==> config.mk <==
export PLATFORM = sky130hd
export DESIGN_NAME = sensor_cond_flat
export DESIGN_NICKNAME = d
export VERILOG_FILES = /design/src/rtl/sensor_pkg.sv /design/src/rtl/sensor_cond_if.sv /design/src/rtl/sensor_cond_moving_avg.sv /design/src/rtl/sensor_cond.sv /design/src/flat_wrapper.sv
export SDC_FILE = /design/constraint.sdc
export NUM_CORES = 1
export LEC_CHECK = 0
export CORE_ASPECT_RATIO = 0.6
export CORE_UTILIZATION = 60
export DETAILED_ROUTE_END_ITERATION = 8
export GPL_ROUTABILITY_DRIVEN = 0
export PLACE_DENSITY = 0.81
export SYNTH_ARGS = -nofsm -noshare
export SYNTH_HDL_FRONTEND = slang
export SYNTH_SLANG_ARGS = --single-unit
==> constraint.sdc <==
create_clock -name clk -period 5.6 [get_ports clk]
set_clock_uncertainty 0.1 [all_clocks]
set_input_delay 1.12 -clock clk [delete_from_list [all_inputs] [get_ports clk]]
set_output_delay 1.12 -clock clk [all_outputs]
set_load 0.1 [all_outputs]
==> src/rtl/sensor_pkg.sv <==
// Shared definitions for the sensor conditioning stage and the watering FSM.
// - light_phase_t : 2-bit day-phase code carried on l_thresh
// - clamp8        : saturates an integer threshold into the 0..255 ADC range
package sensor_pkg;

  typedef enum logic [1:0] {
    LP_NIGHT = 2'b00,
    LP_DAWN  = 2'b01,
    LP_DAY   = 2'b10,
    LP_DUSK  = 2'b11
  } light_phase_t;

  function automatic logic [7:0] clamp8(input int v);
    if (v < 0)
      return 8'd0;
    else if (v > 255)
      return 8'd255;
    else
      return v[7:0];
  endfunction

endpackage

==> src/rtl/sensor_cond_if.sv <==
// Sample/result bundle between the ADC front end, the conditioning stage and
// the watering FSM.
//   sample_valid, m_raw, l_raw          : raw sample strobe and data
//   m_sense, l_sense, l_thresh          : conditioned outputs
//   sense_valid                         : pulse when outputs come from a full window
// master = sample producer / result consumer, slave = sensor_cond.
interface sensor_cond_if;
  logic       sample_valid;
  logic [7:0] m_raw;
  logic [7:0] l_raw;
  logic [7:0] m_sense;
  logic [7:0] l_sense;
  logic [1:0] l_thresh;
  logic       sense_valid;

  modport master (
    output sample_valid, m_raw, l_raw,
    input  m_sense, l_sense, l_thresh, sense_valid
  );

  modport slave (
    input  sample_valid, m_raw, l_raw,
    output m_sense, l_sense, l_thresh, sense_valid
  );
endinterface

==> src/rtl/sensor_cond_moving_avg.sv <==
// Boxcar moving average over 2**AVG_LOG2 samples.
// Ports:
//   clk, rst  : clock, async active-high reset
//   in_valid  : accept din this cycle
//   din       : new sample
//   avg       : (sum + din - oldest) >> AVG_LOG2, valid in the in_valid cycle
//   full      : window holds N samples once this sample is accepted
// The caller registers avg; this block owns ring buffer, sum and fill count.
module moving_avg #(
  parameter int unsigned WIDTH    = 8,
  parameter int unsigned AVG_LOG2 = 2
) (
  input  logic             clk,
  input  logic             rst,
  input  logic             in_valid,
  input  logic [WIDTH-1:0] din,
  output logic [WIDTH-1:0] avg,
  output logic             full
);

  localparam int unsigned N   = 1 << AVG_LOG2;
  localparam int unsigned NM1 = N - 1;
  localparam int unsigned SW  = WIDTH + AVG_LOG2;
  localparam int unsigned ONE = 1;

  localparam logic [AVG_LOG2:0]   FILL_MAX  = N[AVG_LOG2:0];
  localparam logic [AVG_LOG2:0]   FILL_LAST = NM1[AVG_LOG2:0];
  localparam logic [AVG_LOG2:0]   FILL_ONE  = ONE[AVG_LOG2:0];
  localparam logic [AVG_LOG2-1:0] PTR_ONE   = ONE[AVG_LOG2-1:0];

  logic [WIDTH-1:0]    ring [N];
  logic [AVG_LOG2-1:0] wr_ptr;
  logic [AVG_LOG2:0]   fill;
  logic [SW-1:0]       sum;
  logic [SW-1:0]       sum_next;
  logic [WIDTH-1:0]    oldest;
  logic                full_q;

  assign full_q = (fill == FILL_MAX);

  // Intermediate sum + din may wrap past SW bits; the subtraction brings it
  // back, and the true result always fits since it is at most N * (2**WIDTH-1).
  always_comb begin
    oldest   = full_q ? ring[wr_ptr] : '0;
    sum_next = sum + SW'(din) - SW'(oldest);
    avg      = WIDTH'(sum_next >> AVG_LOG2);
    full     = full_q || (fill == FILL_LAST);
  end

  always_ff @(posedge clk or posedge rst) begin
    if (rst) begin
      for (int unsigned i = 0; i < N; i++)
        ring[i] <= '0;
      wr_ptr <= '0;
      fill   <= '0;
      sum    <= '0;
    end else if (in_valid) begin
      ring[wr_ptr] <= din;
      wr_ptr       <= wr_ptr + PTR_ONE;
      sum          <= sum_next;
      if (!full_q)
        fill <= fill + FILL_ONE;
    end
  end

endmodule

==> src/rtl/sensor_cond.sv <==
// Sensor conditioning: moving average of moisture and light samples plus a
// debounced, hysteretic light-phase classifier feeding the watering FSM.
// Ports:
//   clk  : system clock
//   rst  : asynchronous active-high reset
//   bus  : sensor_cond_if.slave
//          in : sample_valid, m_raw, l_raw
//          out: m_sense, l_sense (averages), l_thresh (light phase),
//               sense_valid (pulse, outputs from a full window)
// All outputs are registered and update on the edge that accepts a sample.
module sensor_cond
  import sensor_pkg::*;
#(
  parameter int unsigned AVG_LOG2 = 2,
  parameter logic [7:0]  DAWN_LO  = 8'd40,
  parameter logic [7:0]  DAWN_HI  = 8'd120,
  parameter logic [7:0]  HYST     = 8'd8,
  parameter logic [3:0]  DEBOUNCE = 4'd8
) (
  input  logic          clk,
  input  logic          rst,
  sensor_cond_if.slave  bus
);

  localparam logic [7:0] UP_LO = clamp8(int'(DAWN_LO) + int'(HYST));
  localparam logic [7:0] DN_LO = clamp8(int'(DAWN_LO) - int'(HYST));
  localparam logic [7:0] UP_HI = clamp8(int'(DAWN_HI) + int'(HYST));
  localparam logic [7:0] DN_HI = clamp8(int'(DAWN_HI) - int'(HYST));

  if (AVG_LOG2 < 1 || AVG_LOG2 > 4) begin : g_bad_avg_log2
    $error("sensor_cond: AVG_LOG2 must be in 1..4");
  end
  if (DEBOUNCE == 4'd0) begin : g_bad_debounce
    $error("sensor_cond: DEBOUNCE must be in 1..15");
  end
  // Keeps the DAWN up/down and DUSK up/down exits mutually exclusive.
  if (!(UP_LO < DN_HI)) begin : g_bad_thresh
    $error("sensor_cond: thresholds require UP_LO < DN_HI");
  end

  logic [7:0]   m_avg;
  logic [7:0]   l_avg;
  logic         m_full;
  logic         l_full;
  logic         sense_edge;
  light_phase_t phase;
  light_phase_t exit_to;
  logic         exit_hit;
  logic [3:0]   db_cnt;

  moving_avg #(.WIDTH(8), .AVG_LOG2(AVG_LOG2)) u_m_avg (
    .clk      (clk),
    .rst      (rst),
    .in_valid (bus.sample_valid),
    .din      (bus.m_raw),
    .avg      (m_avg),
    .full     (m_full)
  );

  moving_avg #(.WIDTH(8), .AVG_LOG2(AVG_LOG2)) u_l_avg (
    .clk      (clk),
    .rst      (rst),
    .in_valid (bus.sample_valid),
    .din      (bus.l_raw),
    .avg      (l_avg),
    .full     (l_full)
  );

  assign sense_edge = bus.sample_valid && m_full && l_full;

  // Exit condition of the current phase, judged on the freshly averaged light.
  always_comb begin
    exit_hit = 1'b0;
    exit_to  = phase;
    unique case (phase)
      LP_NIGHT: begin
        if (l_avg >= UP_LO) begin
          exit_hit = 1'b1;
          exit_to  = LP_DAWN;
        end
      end
      LP_DAWN: begin
        if (l_avg >= UP_HI) begin
          exit_hit = 1'b1;
          exit_to  = LP_DAY;
        end else if (l_avg < DN_LO) begin
          exit_hit = 1'b1;
          exit_to  = LP_NIGHT;
        end
      end
      LP_DAY: begin
        if (l_avg < DN_HI) begin
          exit_hit = 1'b1;
          exit_to  = LP_DUSK;
        end
      end
      LP_DUSK: begin
        if (l_avg < DN_LO) begin
          exit_hit = 1'b1;
          exit_to  = LP_NIGHT;
        end else if (l_avg >= UP_HI) begin
          exit_hit = 1'b1;
          exit_to  = LP_DAY;
        end
      end
      default: begin
        exit_hit = 1'b0;
        exit_to  = LP_NIGHT;
      end
    endcase
  end

  always_ff @(posedge clk or posedge rst) begin
    if (rst) begin
      bus.m_sense     <= '0;
      bus.l_sense     <= '0;
      bus.sense_valid <= 1'b0;
      phase           <= LP_NIGHT;
      db_cnt          <= '0;
    end else begin
      bus.sense_valid <= 1'b0;
      if (bus.sample_valid) begin
        bus.m_sense <= m_avg;
        bus.l_sense <= l_avg;
      end
      if (sense_edge) begin
        bus.sense_valid <= 1'b1;
        if (exit_hit) begin
          // Count hits DEBOUNCE on this edge: move and restart the count.
          if (db_cnt == DEBOUNCE - 4'd1) begin
            phase  <= exit_to;
            db_cnt <= '0;
          end else begin
            db_cnt <= db_cnt + 4'd1;
          end
        end else begin
          db_cnt <= '0;
        end
      end
    end
  end

  assign bus.l_thresh = phase;

endmodule

==> src/flat_wrapper.sv <==
// flat-port wrapper written by rule: the top's interface ports become plain ports
module sensor_cond_flat import sensor_pkg::*;
#(
  parameter int unsigned AVG_LOG2 = 2,
  parameter logic [7:0]  DAWN_LO  = 8'd40,
  parameter logic [7:0]  DAWN_HI  = 8'd120,
  parameter logic [7:0]  HYST     = 8'd8,
  parameter logic [3:0]  DEBOUNCE = 4'd8
)
  (clk, rst, bus_sample_valid, bus_m_raw, bus_l_raw, bus_m_sense, bus_l_sense, bus_l_thresh, bus_sense_valid);
  sensor_cond_if bus_i ();
  input  logic clk;
  input  logic rst;
  input wire logic [$bits(bus_i.sample_valid)-1:0] bus_sample_valid;
  input wire logic [$bits(bus_i.m_raw)-1:0] bus_m_raw;
  input wire logic [$bits(bus_i.l_raw)-1:0] bus_l_raw;
  output wire logic [$bits(bus_i.m_sense)-1:0] bus_m_sense;
  output wire logic [$bits(bus_i.l_sense)-1:0] bus_l_sense;
  output wire logic [$bits(bus_i.l_thresh)-1:0] bus_l_thresh;
  output wire logic [$bits(bus_i.sense_valid)-1:0] bus_sense_valid;
  assign bus_i.sample_valid = bus_sample_valid;
  assign bus_i.m_raw = bus_m_raw;
  assign bus_i.l_raw = bus_l_raw;
  assign bus_m_sense = bus_i.m_sense;
  assign bus_l_sense = bus_i.l_sense;
  assign bus_l_thresh = bus_i.l_thresh;
  assign bus_sense_valid = bus_i.sense_valid;
  sensor_cond #(.AVG_LOG2(AVG_LOG2), .DAWN_LO(DAWN_LO), .DAWN_HI(DAWN_HI), .HYST(HYST), .DEBOUNCE(DEBOUNCE)) u_core (.clk(clk), .rst(rst), .bus(bus_i));
endmodule
Word-level counts from Yosys, hierarchy flattened
Cells that the tools add are included.
{"block": "totals", "in_bits": 19, "register_bits": 117, "out_inout_bits": 19}
{"block": "op_classes", "mux": 31, "n_lt_le_gt_ge": 8, "n_bitwise": 4, "n_reduce_logical": 10, "eq_ne": 12, "n_addsub": 9}
{"operator": "$bwmux 32", "count": 2}
{"operator": "$mux 8", "count": 8}
{"operator": "$bmux 8 s2", "count": 2}
{"operator": "$demux 8 s2", "count": 2}
{"operator": "$add 10x8->10", "count": 2}
{"operator": "$sub 10x8->10", "count": 2}
{"operator": "$mux 2", "count": 6}
{"operator": "$ge 8x6->1 const B", "count": 1}
{"operator": "$ge 8x8->1 const B", "count": 1}
{"operator": "$lt 8x6->1 const B", "count": 1}
{"operator": "$lt 8x7->1 const B", "count": 1}
{"operator": "$mux 4", "count": 2}
{"operator": "$pmux 2 s4", "count": 1}
{"operator": "$mux 1", "count": 7}
{"operator": "$reduce_and 7->1", "count": 1}
{"operator": "$add 3x1->3 const B", "count": 2}
{"operator": "$eq 3x2->1 const B", "count": 2}
{"operator": "$eq 3x3->1 const B", "count": 2}
{"operator": "$ge 3x3->1 const B", "count": 2}
{"operator": "$lt 3x1->1 const B", "count": 2}
{"operator": "$ne 3x1->1 const B", "count": 2}
{"operator": "$not 2->3", "count": 2}
{"operator": "$add 2x1->2 const B", "count": 2}
{"operator": "$add 4x1->4 const B", "count": 1}
{"operator": "10 further kinds", "count": 18}

Logic depth before layout (Yosys ltp)
{"block": "depth", "word_depth": 11, "mapped_depth": 17, "depth_no_buf": 17}

Modules after synthesis
From an unflattened synthesis, not the netlist that was laid out.
{"block": "hier_totals", "cells_unflattened": 652, "hier_area_um2": 6648.9}
{"mod": "moving_avg", "cells_per_inst": 290, "instances": 2, "area_each_um2": 2837.7}
{"mod": "sensor_cond", "cells_per_inst": 72, "instances": 1, "area_each_um2": 973.4}

Least setup slack after synthesis
No wires, ideal clock.
{"block": "synth_path", "path_type": "register to register", "from": "register u_core.u_l_avg.wr_ptr[0]", "to": "register u_core.db_cnt[3]", "setup_time_ns": 0.066, "path_slack_ns": 1.100, "arrival_time_ns": 4.333, "synth_period_minus_slack_ns": 4.500, "path_stages_with_launch": 15, "cell_sequence": "dfrtp_1 clkbuf_1 mux4_2 nor2b_1 fa_1 inv_1 fa_1 a21oi_1 o22ai_2 o41a_1 xnor2_2 nor3_1 or4_4 nor2_4 a221o_1"}
{"block": "synth_between", "elab_chain_len": 11}
{"element": "start: declaration", "line_no": "sensor_cond_moving_avg.sv:32", "source": "logic [AVG_LOG2-1:0] wr_ptr;"}
{"element": "start signal: assignment", "line_no": "sensor_cond_moving_avg.sv:59", "source": "wr_ptr <= wr_ptr + PTR_ONE;"}
{"element": "$not 2->3 (not written as such) *", "line_no": "sensor_cond_moving_avg.sv:44", "source": "oldest = full_q ? ring[wr_ptr] : '0;"}
{"element": "$bmux 8 s2 *", "line_no": "sensor_cond_moving_avg.sv:44"}
{"element": "$mux 8 (not written as such) * (2 in a row)", "line_no": "sensor_cond_moving_avg.sv:44"}
{"element": "$mux 8 *", "line_no": "sensor_cond_moving_avg.sv:44"}
{"element": "$sub 10x8->10 *", "line_no": "sensor_cond_moving_avg.sv:45", "source": "sum_next = sum + SW'(din) - SW'(oldest);"}
{"element": "$ge 8x8->1 / $lt 8x6->1 (equally long branches)"}
{"element": "$mux 1 (on tied branches)", "line_no": "sensor_cond.sv:101, sensor_cond.sv:86"}
{"element": "$mux 1 (on tied branches)", "line_no": "sensor_cond.sv:98, sensor_cond.sv:83"}
{"element": "$pmux 1 s4 *", "line_no": "sensor_cond.sv:75", "source": "unique case (phase)"}
{"element": "$mux 4 *", "line_no": "sensor_cond.sv:128", "source": "if (exit_hit) begin"}
{"element": "end signal: assignment", "line_no": "sensor_cond.sv:134", "source": "db_cnt <= db_cnt + 4'd1;"}
{"element": "end: declaration", "line_no": "sensor_cond.sv:49", "source": "logic [3:0] db_cnt;"}
Every way passes the cells marked *; elsewhere a longest branch is shown, timed or not. The select of a mux whose other input is x is not followed.
A chain may end at the register's enable or synchronous reset.

Final worst setup path
Ends and elaborated chain as after synthesis.

==> results.yml <==
final_layout:
  layout_commonest_cell: "dfrtp_1"
  layout-drive-gt1-share_pct: 9.46
  area_growth_pct: 10.9
  diodes: 0
  instances_no_fill: 754
  nFillCells: 707
  final_cell_mix: "dfrtp_1, nand2_1, o21ai_0, inv_1, clkdlybuf4s50_1"
  fin_nets: 687
min_path:
  hold_class: "reg2reg"
  hold_path.startpoint: "u_core.u_l_avg.ring[14]$_DFFE_PP0P_"
  holdPathStages: 2
  holdPathEnd: "u_core.u_l_avg.ring[14]$_DFFE_PP0P_"
route:
  drtAntennaViolNets: 0
  drc: 0
  drtIter0Drc: 332
  routed_via_density: 5.76
  finalWirelength_um: 13200
  wl_per_cell_um: 17.5
  dr.pass1.iters: 4
  dr_total_vias: 4340
timing:
  maxSlewHeadroom_pct: 31.5
  worst_pin_slew_ps: 1020
  hold_viol_final: 0
  layout_setup_ws_ps: 887
  maxSlewViolCount: 0
  rsz0062_at_grt: "false"
  tns_ps: 0
  fin_crit_sh_pct: 84.2
  fin_crit_ps: 4710
  setup_viol: 0
  fmax_ghz: 0.212
cts:
  cts_resized: 0
  clock-root-buffer: "clkbuf_16"
  numCtsBuffers: 9
  cts.sinks: 101
  clkTransAtPathRegs_ps: 70
  htreeDepth: 3
  cts_hold_buf: 0
  tritoncts: "yes"
  clk_path_buf_depth: 2
  clk_latency_ps: 360
  postCtsSetupBuffers: 0
critical_path:
  r2r-end: "u_core.db_cnt[3]$_DFFE_PP0P_"
  path_class: "reg2reg"
  reg2reg_slack_ps: 890
  r2r-start: "u_core.u_l_avg.wr_ptr[0]$_DFFE_PP0P_"
  startpoint_type: "flop"
  slowest_delay_ps: 770
  slowest_stage: "dfrtp_1"
  arrival_ps: 4900
  worstPathCellList: "mux4_2 > nor2b_1 > fa_1 > inv_1 > ha_1 > and3_4 > a2111oi_4 > o31a_1 > xnor2_1 > a211oi_1 > or4_4 > nor2_4 > a221o_1"
  worst-r2r-cell-count: 13
  crit_buf_inv: 1
  end_kind: "flop"
  required_ps: 5790
  cp_max_fo: 12
  critical_path.top_delay_family: "simple AND/OR/NAND/NOR gates"
floorplanning:
  core_area_um2: 9390
  start_util_pct: 63.4
  die-area_um2: 10300
  fp.dieW_um: 131
  top_level_ports: 38
  num_rows: 27
  die_height_um: 79.2
logic_synthesis:
  yosys.area.top_type: "dfrtp_1"
  mappedNetlistArea_um2: 5950
  synth.top_cell.area_share_pct: 42.5
  ys_ff_latch: 101
  syn_avg_cell_area_um2: 9.87
  syn_inst: 603
  synth-main-ff-cell: "dfrtp_1"
  synth_cell_type_count: 50
  ys_seq_area_share_pct: 42.5
  yosys_warnings: 0
  syn_nets: 671
  synth.area.top_cells: "dfrtp_1, o21ai_0, ha_1"
  synth_edf_count: 0
  async_flop_share_pct: 100
grt:
  grt_use_met2_pct: 42.2
  grt_pass1_vias: 4412
  groute.layer.met3.usage_pct: 6.67
  grt_max_degree: 78
  grt_pass1_wl_um: 22100
  grt.met1_usage_pct: 41.8
  antenna_found_initial: 0
  grt_use_total_pct: 28.6
  overflow: 0
  busiest_layer: "met2"
placed_design:
  pre_cts_slack_ps: 743
  place_inst: 738
  port_buffers: 37
  detailed_place_hpwl_um: 9560
outcome:
  status: "finished clean"
flow_run:
  max-cap-violations: 0
-- tightest hold or removal path, cell delays in order (launching register included) --
cell     delay [ps]
dfrtp_1         340
nand2_1          50
o21ai_0          60
-- cell type report --
class | count | area [um2] | share of cell area, %
clock buffers | 9 | 225 | 3.41
clock inverters | 7 | 62.6 | 0.948
inverters | 85 | 322 | 4.87
multi-input cells | 382 | 2910 | 44.1
flip-flops and latches | 101 | 2530 | 38.3
well taps | 130 | 163 | 2.46
repair buffers | 40 | 388 | 5.88
-- Yosys cell counts, drive strengths merged (2+ instances only) --
library cell,number
dfrtp,101
nand2,90
o21ai,86
inv,85
ha,33
nor2b,22
clkbuf,19
buf,16
fa,16
mux4,16
nor2,16
a21oi,15
xnor2,12
mux2,11
nand3,8
nor3,6
xor2,6
a21o,5
a211oi,3
a31oi,3
nand3b,3
a22o,2
and2,2
and3,2
mux2i,2
nand2b,2
o21a,2
o22ai,2
o311ai,2
-- how the worst max path moves through the flow --
stage / from / endpoint / slack [ps] / depth (start not counted)
global route: u_core.u_l_avg.wr_ptr[0]$_DFFE_PP0P_ / u_core.db_cnt[3]$_DFFE_PP0P_ / 650 / 13
CTS: u_core.u_l_avg.wr_ptr[0]$_DFFE_PP0P_ / u_core.db_cnt[3]$_DFFE_PP0P_ / 890 / 13
detailed placement: bus_l_raw[1] / u_core.db_cnt[2]$_DFFE_PP0P_ / 740 / 13
floorplan: u_core.u_l_avg.wr_ptr[0]$_DFFE_PP0P_ / u_core.db_cnt[3]$_DFFE_PP0P_ / 1100 / 14
global placement: bus_l_raw[1] / u_core.db_cnt[3]$_DFFE_PP0P_ / 810 / 13
finish: u_core.u_l_avg.wr_ptr[0]$_DFFE_PP0P_ / u_core.db_cnt[3]$_DFFE_PP0P_ / 890 / 13
-- registers in the layout, summed over array words and instances (netlist names) --
signal,count
u_core.u_l_avg.fill,3
u_core.bus.l_thresh,2
u_core.u_m_avg.ring,32
u_core.db_cnt,4
u_core.u_m_avg.fill,3
u_core.u_m_avg.sum,10
u_core.u_m_avg.wr_ptr,2
u_core.u_l_avg.sum,10
u_core.u_l_avg.wr_ptr,2
u_core.bus.sense_valid,1
u_core.u_l_avg.ring,32
-- metal layers --
layer,vias to the layer above,share of wire (%)
met1,2169,49
met5,-,0
li1,2015,-
met3,23,5.1
met2,133,45
met4,0,1.4
-- per-stage QoR --
| step | area, um2 | util, % | hold slack [ps] |
|---|---|---|---|
| global placement | 6310 | 67.2 | 357 |
| floorplan | 5950 | - | 345 |
| CTS | 6600 | 70.3 | 385 |
| detailed placement | 6310 | 67.2 | 369 |
| finish | 6600 | 70.3 | 384 |
| global route | 6600 | 70.3 | 409 |
-- logic make-up (layout without fill, tap and decap cells) --
logic type,after synthesis,count (layout),synth area share (%)
adders and majority gates,49,49,12.3
muxes,29,29,8.47
DFF,101,101,42.5
AOI/OAI and AO/OA,131,131,13.1
buffers and inverters,120,141,8.58
and+or+nand+nor,155,155,12.1
xor gates and xnor gates,18,18,3.03
Power is not shown: default switching activity piles up to over one toggle a cycle in this logic, so the estimate is an artifact.
